## src/rtl/rptr_handler_if.sv

```systemverilog
// Read-side FIFO pointer bundle: request/synchronised write pointer in, pointers and flags out.
// The master modport is the consumer side and the slave modport is rptr_handler.
interface rptr_handler_if #(
  parameter int PTR_WIDTH = 3
);
  logic                 r_en;
  logic [PTR_WIDTH:0]   g_wptr_sync;
  logic [PTR_WIDTH:0]   b_rptr;
  logic [PTR_WIDTH:0]   g_rptr;
  logic                 empty;
  logic                 almost_empty;
  logic [PTR_WIDTH:0]   rd_count;
  logic                 underflow;

  modport master (
    output r_en, g_wptr_sync,
    input  b_rptr, g_rptr, empty, almost_empty, rd_count, underflow
  );

  modport slave (
    input  r_en, g_wptr_sync,
    output b_rptr, g_rptr, empty, almost_empty, rd_count, underflow
  );
endinterface

```

## src/rtl/rptr_handler.sv

```systemverilog
// Async-FIFO read pointer handler: binary/Gray read pointers, empty and underflow flags.
// Occupancy (rd_count/almost_empty) is built only when RPTR_LEVEL_EN is defined.
module rptr_handler #(
  parameter int PTR_WIDTH = 3,
  parameter int AE_THRESH = 1
) (
  input  logic                 rclk,
  input  logic                 rrst_n,
  rptr_handler_if.slave        rd_if
);
  logic [PTR_WIDTH:0] b_rptr_q, b_rptr_d;
  logic [PTR_WIDTH:0] g_rptr_q, g_rptr_d;
  logic               empty_q, empty_d;
  logic               underflow_q, underflow_d;
  logic               rd_acc;

  always_comb begin
    rd_acc      = rd_if.r_en & ~empty_q;
    b_rptr_d    = b_rptr_q + {{PTR_WIDTH{1'b0}}, rd_acc};
    g_rptr_d    = (b_rptr_d >> 1) ^ b_rptr_d;
    // Empty is decided from the post-increment pointer so the last read flags empty on its own edge.
    empty_d     = (g_rptr_d == rd_if.g_wptr_sync);
    underflow_d = rd_if.r_en & empty_q;
  end

  always_ff @(posedge rclk or negedge rrst_n) begin
    if (!rrst_n) begin
      b_rptr_q    <= '0;
      g_rptr_q    <= '0;
      empty_q     <= 1'b1;
      underflow_q <= 1'b0;
    end else begin
      b_rptr_q    <= b_rptr_d;
      g_rptr_q    <= g_rptr_d;
      empty_q     <= empty_d;
      underflow_q <= underflow_d;
    end
  end

  assign rd_if.b_rptr    = b_rptr_q;
  assign rd_if.g_rptr    = g_rptr_q;
  assign rd_if.empty     = empty_q;
  assign rd_if.underflow = underflow_q;

`ifdef RPTR_LEVEL_EN
  localparam logic [PTR_WIDTH:0] AE_T = (PTR_WIDTH+1)'(AE_THRESH);

  logic [PTR_WIDTH:0] b_wptr_s;
  logic [PTR_WIDTH:0] rd_count_q, rd_count_d;
  logic               almost_empty_q, almost_empty_d;

  always_comb begin
    for (int i = 0; i <= PTR_WIDTH; i++) begin
      b_wptr_s[i] = ^(rd_if.g_wptr_sync >> i);
    end
    rd_count_d     = b_wptr_s - b_rptr_d;
    almost_empty_d = (rd_count_d <= AE_T);
  end

  always_ff @(posedge rclk or negedge rrst_n) begin
    if (!rrst_n) begin
      rd_count_q     <= '0;
      almost_empty_q <= 1'b1;
    end else begin
      rd_count_q     <= rd_count_d;
      almost_empty_q <= almost_empty_d;
    end
  end

  assign rd_if.rd_count     = rd_count_q;
  assign rd_if.almost_empty = almost_empty_q;
`else
  assign rd_if.rd_count     = '0;
  assign rd_if.almost_empty = empty_q;
`endif
endmodule
```

## src/flat_wrapper.sv

```systemverilog
// flat-port wrapper written by rule: the top's interface ports become plain ports
module rptr_handler_flat 
#(
  parameter int PTR_WIDTH = 3,
  parameter int AE_THRESH = 1
)
  (rclk, rrst_n, rd_if_r_en, rd_if_g_wptr_sync, rd_if_b_rptr, rd_if_g_rptr, rd_if_empty, rd_if_almost_empty, rd_if_rd_count, rd_if_underflow);
  rptr_handler_if #(.PTR_WIDTH(PTR_WIDTH)) rd_if_i ();
  input  logic rclk;
  input  logic rrst_n;
  input wire logic [$bits(rd_if_i.r_en)-1:0] rd_if_r_en;
  input wire logic [$bits(rd_if_i.g_wptr_sync)-1:0] rd_if_g_wptr_sync;
  output wire logic [$bits(rd_if_i.b_rptr)-1:0] rd_if_b_rptr;
  output wire logic [$bits(rd_if_i.g_rptr)-1:0] rd_if_g_rptr;
  output wire logic [$bits(rd_if_i.empty)-1:0] rd_if_empty;
  output wire logic [$bits(rd_if_i.almost_empty)-1:0] rd_if_almost_empty;
  output wire logic [$bits(rd_if_i.rd_count)-1:0] rd_if_rd_count;
  output wire logic [$bits(rd_if_i.underflow)-1:0] rd_if_underflow;
  assign rd_if_i.r_en = rd_if_r_en;
  assign rd_if_i.g_wptr_sync = rd_if_g_wptr_sync;
  assign rd_if_b_rptr = rd_if_i.b_rptr;
  assign rd_if_g_rptr = rd_if_i.g_rptr;
  assign rd_if_empty = rd_if_i.empty;
  assign rd_if_almost_empty = rd_if_i.almost_empty;
  assign rd_if_rd_count = rd_if_i.rd_count;
  assign rd_if_underflow = rd_if_i.underflow;
  rptr_handler #(.PTR_WIDTH(PTR_WIDTH), .AE_THRESH(AE_THRESH)) u_core (.rclk(rclk), .rrst_n(rrst_n), .rd_if(rd_if_i));
endmodule
```

## config.mk

```make
export PLATFORM = sky130hd
export DESIGN_NAME = rptr_handler_flat
export DESIGN_NICKNAME = d
export VERILOG_FILES = /design/src/rtl/rptr_handler_if.sv /design/src/rtl/rptr_handler.sv /design/src/flat_wrapper.sv
export SDC_FILE = /design/constraint.sdc
export NUM_CORES = 1
export LEC_CHECK = 0
export ABC_AREA = 1
export BUFFER_PORTS_ARGS = -buffer_cell sky130_fd_sc_hd__buf_2
export CORE_AREA = 2 2 39 41
export DETAILED_ROUTE_END_ITERATION = 8
export DIE_AREA = 0 0 41 43
export GPL_TIMING_DRIVEN = 0
export PLACE_DENSITY_LB_ADDON = 0.12
export SYNTH_ARGS = -nofsm -noshare
export SYNTH_HDL_FRONTEND = slang
export SYNTH_SLANG_ARGS = --single-unit
```

## constraint.sdc

```tcl
create_clock -name rclk -period 1.7 [get_ports rclk]
set_input_delay 0.34 -clock rclk [delete_from_list [all_inputs] [get_ports rclk]]
set_output_delay 0.34 -clock rclk [all_outputs]
set_load 0.02 [all_outputs]
```

Word level (Yosys, flattened, before mapping). Index checks and enable logic that the tools add are counted.

Word-level logic and storage cells: 10. Register bits: 10. Output and inout bits: 15.

Eq/ne operators: 1. $add $sub $neg: 1. Bitwise operators: 4.

Operators with widths (number): adder 4 x 1 -> 4 bit (1); == test 4 bit (1); XOR 3 x 4 -> 4 bit (1); bitwise AND 1 bit (2); NOT 1 bit (1).

Longest topological paths before layout. Gate-level depths: netlist (run 1).

Depth in word-level cells: 5. Depth in mapped cells: 13. Mapped depth without buffers: 13.

Worst setup path after synthesis (run 1). No wires, ideal clock.

Kind: register -> register. Start point: register u_core.empty_q, in the netlist u_core.rd_if.almost_empty. End point: register u_core.empty_q, in the netlist u_core.rd_if.almost_empty. Stages on the path, launching flop included: 10. Period minus slack after synthesis: 1.872 ns. Required time: 1.633 ns. Buffers on the path: 0. Setup time: 0.067 ns. Slack: -0.172 ns. Arrival: 1.805 ns. Cell sequence: dfstp_2 nor2_1 ha_1 ha_1 or2_2 nand2_1 nand2_1 nand2_1 nand4_1 nor2_1.

Word-level cells in the longest chain between the ends: 5.

Ends and longest elaborated chain: start, declared (line rptr_handler.sv:13) `logic empty_q, empty_d;`; start signal, assigned (line rptr_handler.sv:35) `empty_q <= empty_d;`; NOT 1 bit (line rptr_handler.sv:18) `rd_acc = rd_if.r_en & ~empty_q;`; bitwise AND 1 bit (line rptr_handler.sv:18); adder 4 x 1 -> 4 bit (line rptr_handler.sv:19) `b_rptr_d = b_rptr_q + {{PTR_WIDTH{1'b0}}, rd_acc};`; via u_core.b_rptr_d[1] (line rptr_handler.sv:11) `logic [PTR_WIDTH:0] b_rptr_q, b_rptr_d;`; XOR 3 x 4 -> 4 bit (line rptr_handler.sv:20) `g_rptr_d = (b_rptr_d >> 1) ^ b_rptr_d;`; == test 4 bit (line rptr_handler.sv:22) `empty_d = (g_rptr_d == rd_if.g_wptr_sync);`; via u_core.empty_d (line rptr_handler.sv:13).

The timed path passes the listed nets, and every way through them passes these cells.

Worst setup path after layout (run 1). Same ends and word-level chain as after synthesis.

==> results.md, run 1 <==
* Status: completed
* Most frequent cells in the layout: buf_2 (17), nand2_1 (13), inv_1 (12)
* VDD IR max at 0.751 mV
* Max Fclk at 0.600 GHz
* Drt drc at 0
* # Max-Cap Violations at 0
* Die height at 43 um
* Die width at 41 um
* Port Buffers at 17
* Core area at 1380 um^2
* Total congestion overflow at 0
* Reg2Reg Setup Slack at 0.03 ns
* Crit share post-route at 98.0%
* WL/cell at 8.57 um
* RSZ-0062 raised after global routing: true
* Pin count of the biggest net entering global routing at 10
* First-pass GRT wire length at 1.40 mm
* Reg clk slew, reported paths at 0.06 ns
* GP Congestion at 0.663
* Clk buf depth at 2
* Post-synth top area share at 38.6%
* Drt via density at 4.30
* DR iter-0 viols at 1
* H-tree levels at 1
* Distinct cells, synth at 13
* P&R area growth vs syn at 38.6%
* DPL Wire Length at 756 um
* CTS buffer count at 3
* Cell taking the most area after synthesis: dfrtp_1
* Post-layout nets at 102
* Via Count at 464
* Vias in the first global route at 375
* Fin crit period at 1.67 ns
* Worst hold path type: in2reg
* Die ar. at 1760 um^2
* Number of cells on the worst reg-to-reg path at 9
* Top cells by area, synth: dfrtp_1 (39%), nand2_1 (10%), buf_4 (8.7%), inv_1 (8.7%), nand3_1 (7.7%)
* Critical Path AT at 1.86 ns
* Minimum hold slack at 0.289 ns
* CTS Sinks at 9
* Clk root buf: clkbuf_4
* Cell Area, Synth at 518 um^2
* Worst-skew pair later-pin latency at 0.26 ns
* Initial core utilization at 37.4%
* Multi-input gate area at 245 um^2
* Pre-antenna DRT Iters at 2
* Routed WL at 926 um
* Worst setup SP type: flip-flop
* Final setup vio count at 0
* Hold path cells at 3
* Final antenna-violating net count at 0
* Antenna Cells at 0
* Leakage at 0.421 nW
* Sequential area share after synthesis at 43.7%
* Overall power at 1.46 mW
* Initial antenna violation count at 0
* Fraction of layout cells with a size suffix above 1 at 44.6%
* All-Layer GR Usage at 12.4%
* Reg area at 226 um^2
* Fill cell count at 132
* Most common cell after layout, fill and taps aside: buf_2
* Final Slew Violations at 0
* Type of the worst setup path: reg2reg
* Crit Path Max Fanout at 5
* Crit end category: flip-flop
* Critical path required time at 1.90 ns
* Site row count at 14
* PD cells at 2040 nW/um^2
* Final Hold Fails at 0
* I/O pin total at 22
* Avg Synthesized Cell Area at 7.97 um^2
* YS warnings at 0
* CTS tree: built
* Cells after Synth at 65
* #FFs+latches synth at 9
* Clock skew at 0.00481 ns
==> cell type report <==
type	count	share of cell area (%)
well taps	16	2.79
plain buffers	6	6.27
clock buffers	4	3.66
inverters	12	6.27
flip-flops and latches	9	31.5
repair buffers	20	15.3
multi-input cells	41	34.1
==> flip-flops by register name, summed over array words and instances (netlist names) <==
signal,cells
u_core.rd_if.g_rptr,3
u_core.rd_if.almost_empty,1
u_core.rd_if.underflow,1
u_core.rd_if.b_rptr,4
==> logic make-up after synthesis <==
logic type | count (synthesis) | synth area share (%)
and+or+nand+nor | 35 | 33.3
adders and majority gates | 2 | 4.83
buffers and inverters | 18 | 17.4
DFF | 9 | 43.7
other | 1 | 0.724
==> stage by stage <==
| stage | setup TNS [ns] | util [%] | instance area (um^2) | std cells | setup slack [ns] |
|---|---|---|---|---|---|
| after floorplan | -0.0174 | - | 549 | 68 | -0.0174 |
| after global placement | -0.0435 | 47.3 | 654 | 101 | -0.0435 |
| after detailed placement | -0.0560 | 47.3 | 654 | 101 | -0.0560 |
| after CTS | 0 | 51.0 | 706 | 108 | 0.0199 |
| after global routing | -0.0652 | 51.9 | 718 | 108 | -0.0652 |
| final | 0 | 51.9 | 718 | 108 | 0.0341 |
==> synthesized netlist by cell type, drive strengths merged <==
cell type  number
conb            1
or2             1
ha              2
buf             6
inv            12
nand4           3
nor2            2
nand2          20
nand3           9
dfstp           1
dfrtp           8
==> final timing paths <==
check	endpoint	start
max reg2reg	u_core.rd_if.almost_empty	u_core.rd_if.almost_empty
min	u_core.rd_if.underflow	rd_if_r_en
max	u_core.rd_if.almost_empty	u_core.rd_if.almost_empty
min reg2reg	u_core.rd_if.b_rptr[0]	u_core.rd_if.b_rptr[0]
max in group asynchronous	u_core.rd_if.almost_empty	rrst_n
min in group asynchronous	u_core.rd_if.g_rptr[2]	rrst_n
==> worst max-delay path: stages (launching register included) <==
cell and delay (ns):
dfstp_2 0.54, nor2_2 0.05, ha_4 0.16, ha_4 0.25, or2_4 0.25, nand2_2 0.06, nand2_1 0.04, nand2_1 0.05
nand4_1 0.08, nor2_1 0.11
==> power by group <==
part / switching [mW] / total (mW) / internal, mW
registers: 0.0902 / 0.414 / 0.324
logic: 0.514 / 0.890 / 0.376
clock network: 0.0708 / 0.161 / 0.0902
total: 0.675 / 1.46 / 0.790
==> routing by layer <==
layer  up-vias  global-route usage, %  share of wire [%]
met5         -                      0                  0
met4         0                   12.0                2.1
met3         2                   3.14                4.1
met2        11                   17.2                 50
met1       206                   14.3                 44
li1        245                      -                  -
==> timing repair <==
item                       4_1_cts  5_1_grt
pin swaps                        3        6
hold endpoints to repair         8        0
hold buffers                     1        0
setup endpoints to repair        1        1
buffers inserted                 2        0
resized for setup                0        2
No activity file was read; power rests on OpenSTA's default activity.
==> run 2: changes to the inputs <==
--- a/config.mk
+++ b/config.mk
@@ -12,6 +12,7 @@
 export DIE_AREA = 0 0 41 43
 export GPL_TIMING_DRIVEN = 0
 export PLACE_DENSITY_LB_ADDON = 0.12
+export RECOVER_POWER = 25
 export SYNTH_ARGS = -nofsm -noshare
 export SYNTH_HDL_FRONTEND = slang
 export SYNTH_SLANG_ARGS = --single-unit
==> results.md, run 2 (synthesized netlist as in run 1, its figures left out) <==
* Final core occ at 51.8% (was 51.9%)
* Routed WL at 924 um (was 926 um)
* Site row count at 14 (unchanged)
* CTS buffer count at 3 (unchanged)
* Core area at 1380 um^2 (unchanged)
* Pin count of the biggest net entering global routing at 10 (unchanged)
* Placed cell area at 654 um^2 (unchanged)
* I/O pin total at 22 (unchanged)
* Final setup vio count at 0 (unchanged)
* Worst r2r dst: u_core.rd_if.almost_empty (unchanged)
* CP endpoint: u_core.rd_if.almost_empty (unchanged)
* Number of cells on the worst reg-to-reg path at 9 (unchanged)
* PD cells at 2040 nW/um^2 (about the same)
* Clock skew at 0.00481 ns (unchanged)
* Antenna Cells at 0 (unchanged)
* Fill cell count at 132 (unchanged)
* Met2 Routed Length at 462 um (unchanged)
* Leakage at 0.418 nW (was 0.421 nW)
* Post-layout nets at 102 (unchanged)
* Crit Path Max Fanout at 5 (unchanged)
* First-pass GRT wire length at 1.40 mm (unchanged)
* Reg clk slew, reported paths at 0.06 ns (about the same)
* Reg2Reg Setup Slack at 0.03 ns (about the same)
* Worst Setup SP: u_core.rd_if.almost_empty (unchanged)
* Final Hold Fails at 0 (unchanged)
* Worst-skew pair later-pin latency at 0.26 ns (about the same)
* Port Buffers at 17 (unchanged)
* Pre-antenna DRT Iters at 2 (unchanged)
* VDD IR max at 0.751 mV (about the same)
* Max FFs per register at 4 (unchanged)
* Crit end category: flip-flop (unchanged)
* Via Count at 464 (unchanged)
* Cell area after layout at 717 um^2 (was 718 um^2)
* Die ar. at 1760 um^2 (unchanged)
* Most common cell after layout, fill and taps aside: buf_2 (unchanged)
* CTS tree: built (unchanged)
* Fraction of layout cells with a size suffix above 1 at 43.5% (was 44.6%)
* Die height at 43 um (unchanged)
* P&R area growth vs syn at 38.4% (was 38.6%)
* WL met1 at 403 um (was 405 um)
* Most frequent cells in the layout: buf_2 (16), nand2_1 (13), inv_1 (12) (was buf_2 (17), nand2_1 (13), inv_1 (12))
* Beginning of the worst hold path: rd_if_r_en (unchanged)
* Drt via density at 4.30 (unchanged)
* Worst setup SP type: flip-flop (unchanged)
* Met3 WL post-DR at 38 um (unchanged)
* DR iter-0 viols at 1 (unchanged)
* Critical path required time at 1.90 ns (about the same)
* WL/cell at 8.56 um (was 8.57 um)
* DR top layer: met4 (unchanged)
* Total congestion overflow at 0 (unchanged)
* # Max-Cap Violations at 0 (unchanged)
* RSZ-0062 raised after global routing: true (unchanged)
* Clk root buf: clkbuf_4 (unchanged)
* Vias in the first global route at 375 (unchanged)
* Die width at 41 um (unchanged)
* Critical Path AT at 1.86 ns (about the same)
* Worst hold path type: in2reg (unchanged)
* Clk buf depth at 2 (unchanged)
* Final Slew Violations at 0 (unchanged)
* Type of the worst setup path: reg2reg (unchanged)
* Initial antenna violation count at 0 (unchanged)
* GP Congestion at 0.663 (unchanged)
* CTS Sinks at 9 (unchanged)
* Critical R2R Launch: u_core.rd_if.almost_empty (unchanged)
* Fin crit period at 1.67 ns (unchanged)
* Hold path cells at 3 (unchanged)
* Final antenna-violating net count at 0 (unchanged)
* All-Layer GR Usage at 12.4% (unchanged)
* DPL Wire Length at 756 um (unchanged)
* Max Fclk at 0.600 GHz (unchanged)
* Crit share post-route at 98.0% (unchanged)
* Status: completed (unchanged)
* Minimum hold slack at 0.289 ns (unchanged)
* Initial core utilization at 37.4% (unchanged)
* Drt drc at 0 (unchanged)
* H-tree levels at 1 (unchanged)
-- run 2: cell types whose count changed in the layout (fill, tap and decap cells not counted) --
| cell | before | now |
|---|---|---|
| clkbuf_1 | 1 | 2 |
| buf_2 | 17 | 16 |
-- run 2: layout make-up --
cell class                      instances  area, um^2  area share, %
Buffer                                  6        45.0           6.28
Multi-Input combinational cell         41         245           34.2
Timing Repair Buffer                   20         109           15.2
Sequential cell                         9         226           31.6
Clock buffer                            4        26.3           3.66
Inverter                               12        45.0           6.28
Tap cell                               16        20.0           2.79
-- run 2: worst max-delay path, cell delays in order, from the launching register on --
cell and delay [ns]:
dfstp_2 0.54, nor2_2 0.05, ha_4 0.16, ha_4 0.25, or2_4 0.25, nand2_2 0.06, nand2_1 0.04, nand2_1 0.05
nand4_1 0.08, nor2_1 0.11
-- run 2: through the flow --
stage | power [mW] | worst slack (ns) | setup TNS, ns | cells
after floorplan | 1.05 | -0.0174 | -0.0174 | 68
after global placement | 1.25 | -0.0435 | -0.0435 | 101
after detailed placement | 1.27 | -0.0560 | -0.0560 | 101
after CTS | 1.46 | 0.0199 | 0 | 108
after global routing | 1.60 | -0.0652 | -0.0652 | 108
final | 1.46 | 0.0341 | 0 | 108
-- run 2: how the worst min path moves through the flow --
stage                        endpoint
2_1_floorplan  u_core.rd_if.b_rptr[0]
3_3_place_gp   u_core.rd_if.b_rptr[3]
3_5_place_dp   u_core.rd_if.b_rptr[3]
4_1_cts        u_core.rd_if.underflow
5_1_grt        u_core.rd_if.underflow
6_report       u_core.rd_if.underflow
-- run 2: per-layer routing --
metal | vias up | GRT usage [%]
met4 | 0 | 12.0
li1 | 245 | -
met3 | 2 | 3.14
met1 | 206 | 14.3
met5 | - | 0
met2 | 11 | 17.2
-- run 2: power by group --
part | internal [mW] | switching, mW
sequential | 0.324 | 0.0902
clock | 0.0902 | 0.0708
combinational | 0.376 | 0.514
-- run 2: timing repair --
action,in CTS,in global routing
setup endpoints to repair,1,1
hold buffers,1,0
hold endpoints to repair,8,0
pin swaps,3,6
gates resized for setup,0,2
buffers inserted,2,0
==> run 3: changes to the inputs <==
--- a/config.mk
+++ b/config.mk
@@ -11,8 +11,9 @@
 export DETAILED_ROUTE_END_ITERATION = 8
 export DIE_AREA = 0 0 41 43
 export GPL_TIMING_DRIVEN = 0
-export PLACE_DENSITY_LB_ADDON = 0.12
+export PLACE_DENSITY = 0.71
 export RECOVER_POWER = 25
+export SKIP_LAST_GASP = 1
 export SYNTH_ARGS = -nofsm -noshare
 export SYNTH_HDL_FRONTEND = slang
 export SYNTH_SLANG_ARGS = --single-unit
==> results.md, run 3 (synthesized netlist as in run 1, its figures left out) <==
* Worst-skew pair later-pin latency at 0.25 ns (was 0.26 ns)
* Finished Layout Cells at 108 (unchanged)
* WL/cell at 8.49 um (was 8.56 um)
* Crit Path Max Fanout at 5 (unchanged)
* Crit end category: flip-flop (unchanged)
* H-tree levels at 1 (unchanged)
* Port Buffers at 17 (unchanged)
* Most frequent cells in the layout: buf_2 (16), nand2_1 (13), inv_1 (12) (unchanged)
* Die ar. at 1760 um^2 (unchanged)
* Reg area at 226 um^2 (unchanged)
* Post-layout nets at 102 (unchanged)
* GP Congestion at 0.636 (was 0.663)
* Most common cell after layout, fill and taps aside: buf_2 (unchanged)
* First-pass GRT wire length at 1.54 mm (was 1.40 mm)
* Clk buf depth at 2 (unchanged)
* Initial core utilization at 37.4% (unchanged)
* Worst hold path type: in2reg (unchanged)
* Reg clk slew, reported paths at 0.06 ns (about the same)
* Core area at 1380 um^2 (unchanged)
* Vias in the first global route at 419 (was 375)
* CTS Sinks at 9 (unchanged)
* I/O pin total at 22 (unchanged)
* PD cells at 2040 nW/um^2 (about the same)
* Worst setup SP type: flip-flop (unchanged)
* Multi-input gate area at 238 um^2 (was 245 um^2)
* Setup TNS at 0 ns (unchanged)
* Fin crit period at 1.61 ns (was 1.67 ns)
* Fraction of layout cells with a size suffix above 1 at 43.5% (unchanged)
* VDD IR max at 0.867 mV (was 0.751 mV)
* Initial antenna violation count at 0 (unchanged)
* Drt drc at 0 (unchanged)
* Routed WL at 917 um (was 924 um)
* P&R area growth vs syn at 37.0% (was 38.4%)
* Die width at 41 um (unchanged)
* Overall power at 1.45 mW (was 1.46 mW)
* Critical path required time at 1.89 ns (was 1.90 ns)
* Final setup vio count at 0 (unchanged)
* Max Fclk at 0.621 GHz (was 0.600 GHz)
* Clk root buf: clkbuf_4 (unchanged)
* Pre-antenna DRT Iters at 2 (unchanged)
* Drt via density at 4.29 (was 4.30)
* Via Count at 463 (was 464)
* # Max-Cap Violations at 0 (unchanged)
* DR iter-0 viols at 8 (was 1)
* Critical Path AT at 1.80 ns (was 1.86 ns)
* Crit share post-route at 94.7% (was 98.0%)
* Final antenna-violating net count at 0 (unchanged)
* Leakage at 0.419 nW (was 0.418 nW)
* Status: completed (unchanged)
* Fill cell count at 134 (was 132)
* Placed cell count at 101 (unchanged)
* Die height at 43 um (unchanged)
* Pin count of the biggest net entering global routing at 10 (unchanged)
* Site row count at 14 (unchanged)
* Final Slew Violations at 0 (unchanged)
* Type of the worst setup path: reg2reg (unchanged)
* CTS tree: built (unchanged)
* CTS buffer count at 3 (unchanged)
* Max FFs per register at 4 (unchanged)
* Final Hold Fails at 0 (unchanged)
* Reg2Reg Setup Slack at 0.09 ns (was 0.03 ns)
* Antenna Cells at 0 (unchanged)
* All-Layer GR Usage at 13.1% (was 12.4%)
* DPL Wire Length at 780 um (was 756 um)
* Clock skew at 0.00199 ns (was 0.00481 ns)
* Total congestion overflow at 0 (unchanged)
* RSZ-0062 raised after global routing: true (unchanged)
[run 3: cell count changes in the layout (fill, tap and decap cells not counted)]
cell,delta
ha_2,+1
ha_4,-1
nand3_1,-1
nand3_2,+1
nor2_1,+1
nor2_2,-1
[run 3: path summary, 6_finish.rpt]
path	endpoint	cells past startpoint	startpoint
setup / recovery	u_core.rd_if.almost_empty	9	u_core.rd_if.almost_empty
hold / removal	u_core.rd_if.underflow	3	rd_if_r_en
setup reg to reg	u_core.rd_if.almost_empty	9	u_core.rd_if.almost_empty
hold reg to reg	u_core.rd_if.b_rptr[0]	1	u_core.rd_if.b_rptr[0]
max in group asynchronous	u_core.rd_if.almost_empty	2	rrst_n
min in group asynchronous	u_core.rd_if.b_rptr[3]	2	rrst_n
[run 3: repair_timing]
| item | 4_1_cts | 5_1_grt |
|---|---|---|
| hold buffers | 1 | 0 |
| resized for setup | 0 | 1 |
| hold endpoints to repair | 8 | 0 |
| buffers inserted | 2 | 0 |
| setup endpoints to repair | 1 | 1 |
| pin swaps | 1 | 6 |
[run 3: cell type report]
cell class                      instances  area share, %
Multi-Input combinational cell         41           33.5
Sequential cell                         9           31.9
Tap cell                               16           2.82
Buffer                                  6           6.35
Timing Repair Buffer                   20           15.3
Inverter                               12           6.35
Clock buffer                            4           3.70
[run 3: metrics by stage]
stage               area, um^2  worst slack, ns  hold WS, ns  utilization, %
CTS                        706          0.00158        0.293            51.0
global route               709          -0.0123        0.317            51.3
floorplan                  549          -0.0174       0.0444               -
detailed placement         654          -0.0271        0.200            47.3
finish                     709           0.0901        0.295            51.3
global placement           654         -0.00928        0.196            47.3
[run 3: layer usage]
layer	wire length, um	share of wire [%]	track usage, %
met4	0	0	6.00
met5	0	0	0
met1	364	40	13.2
met2	491	54	23.8
met3	61	6.7	2.09
[run 3: critical path, stage by stage, from the launching register on]
cell     delay, ns
dfstp_2       0.53
nor2_1        0.04
ha_2          0.19
ha_4          0.23
or2_4         0.23
nand2_2       0.06
nand2_1       0.04
nand2_1       0.05
nand4_1       0.07
nor2_1        0.09
[run 3: where the power goes]
| group | switching [mW] | total [mW] | internal [mW] |
|---|---|---|---|
| clock network | 0.0695 | 0.160 | 0.0901 |
| registers | 0.0817 | 0.405 | 0.323 |
| logic | 0.519 | 0.882 | 0.363 |
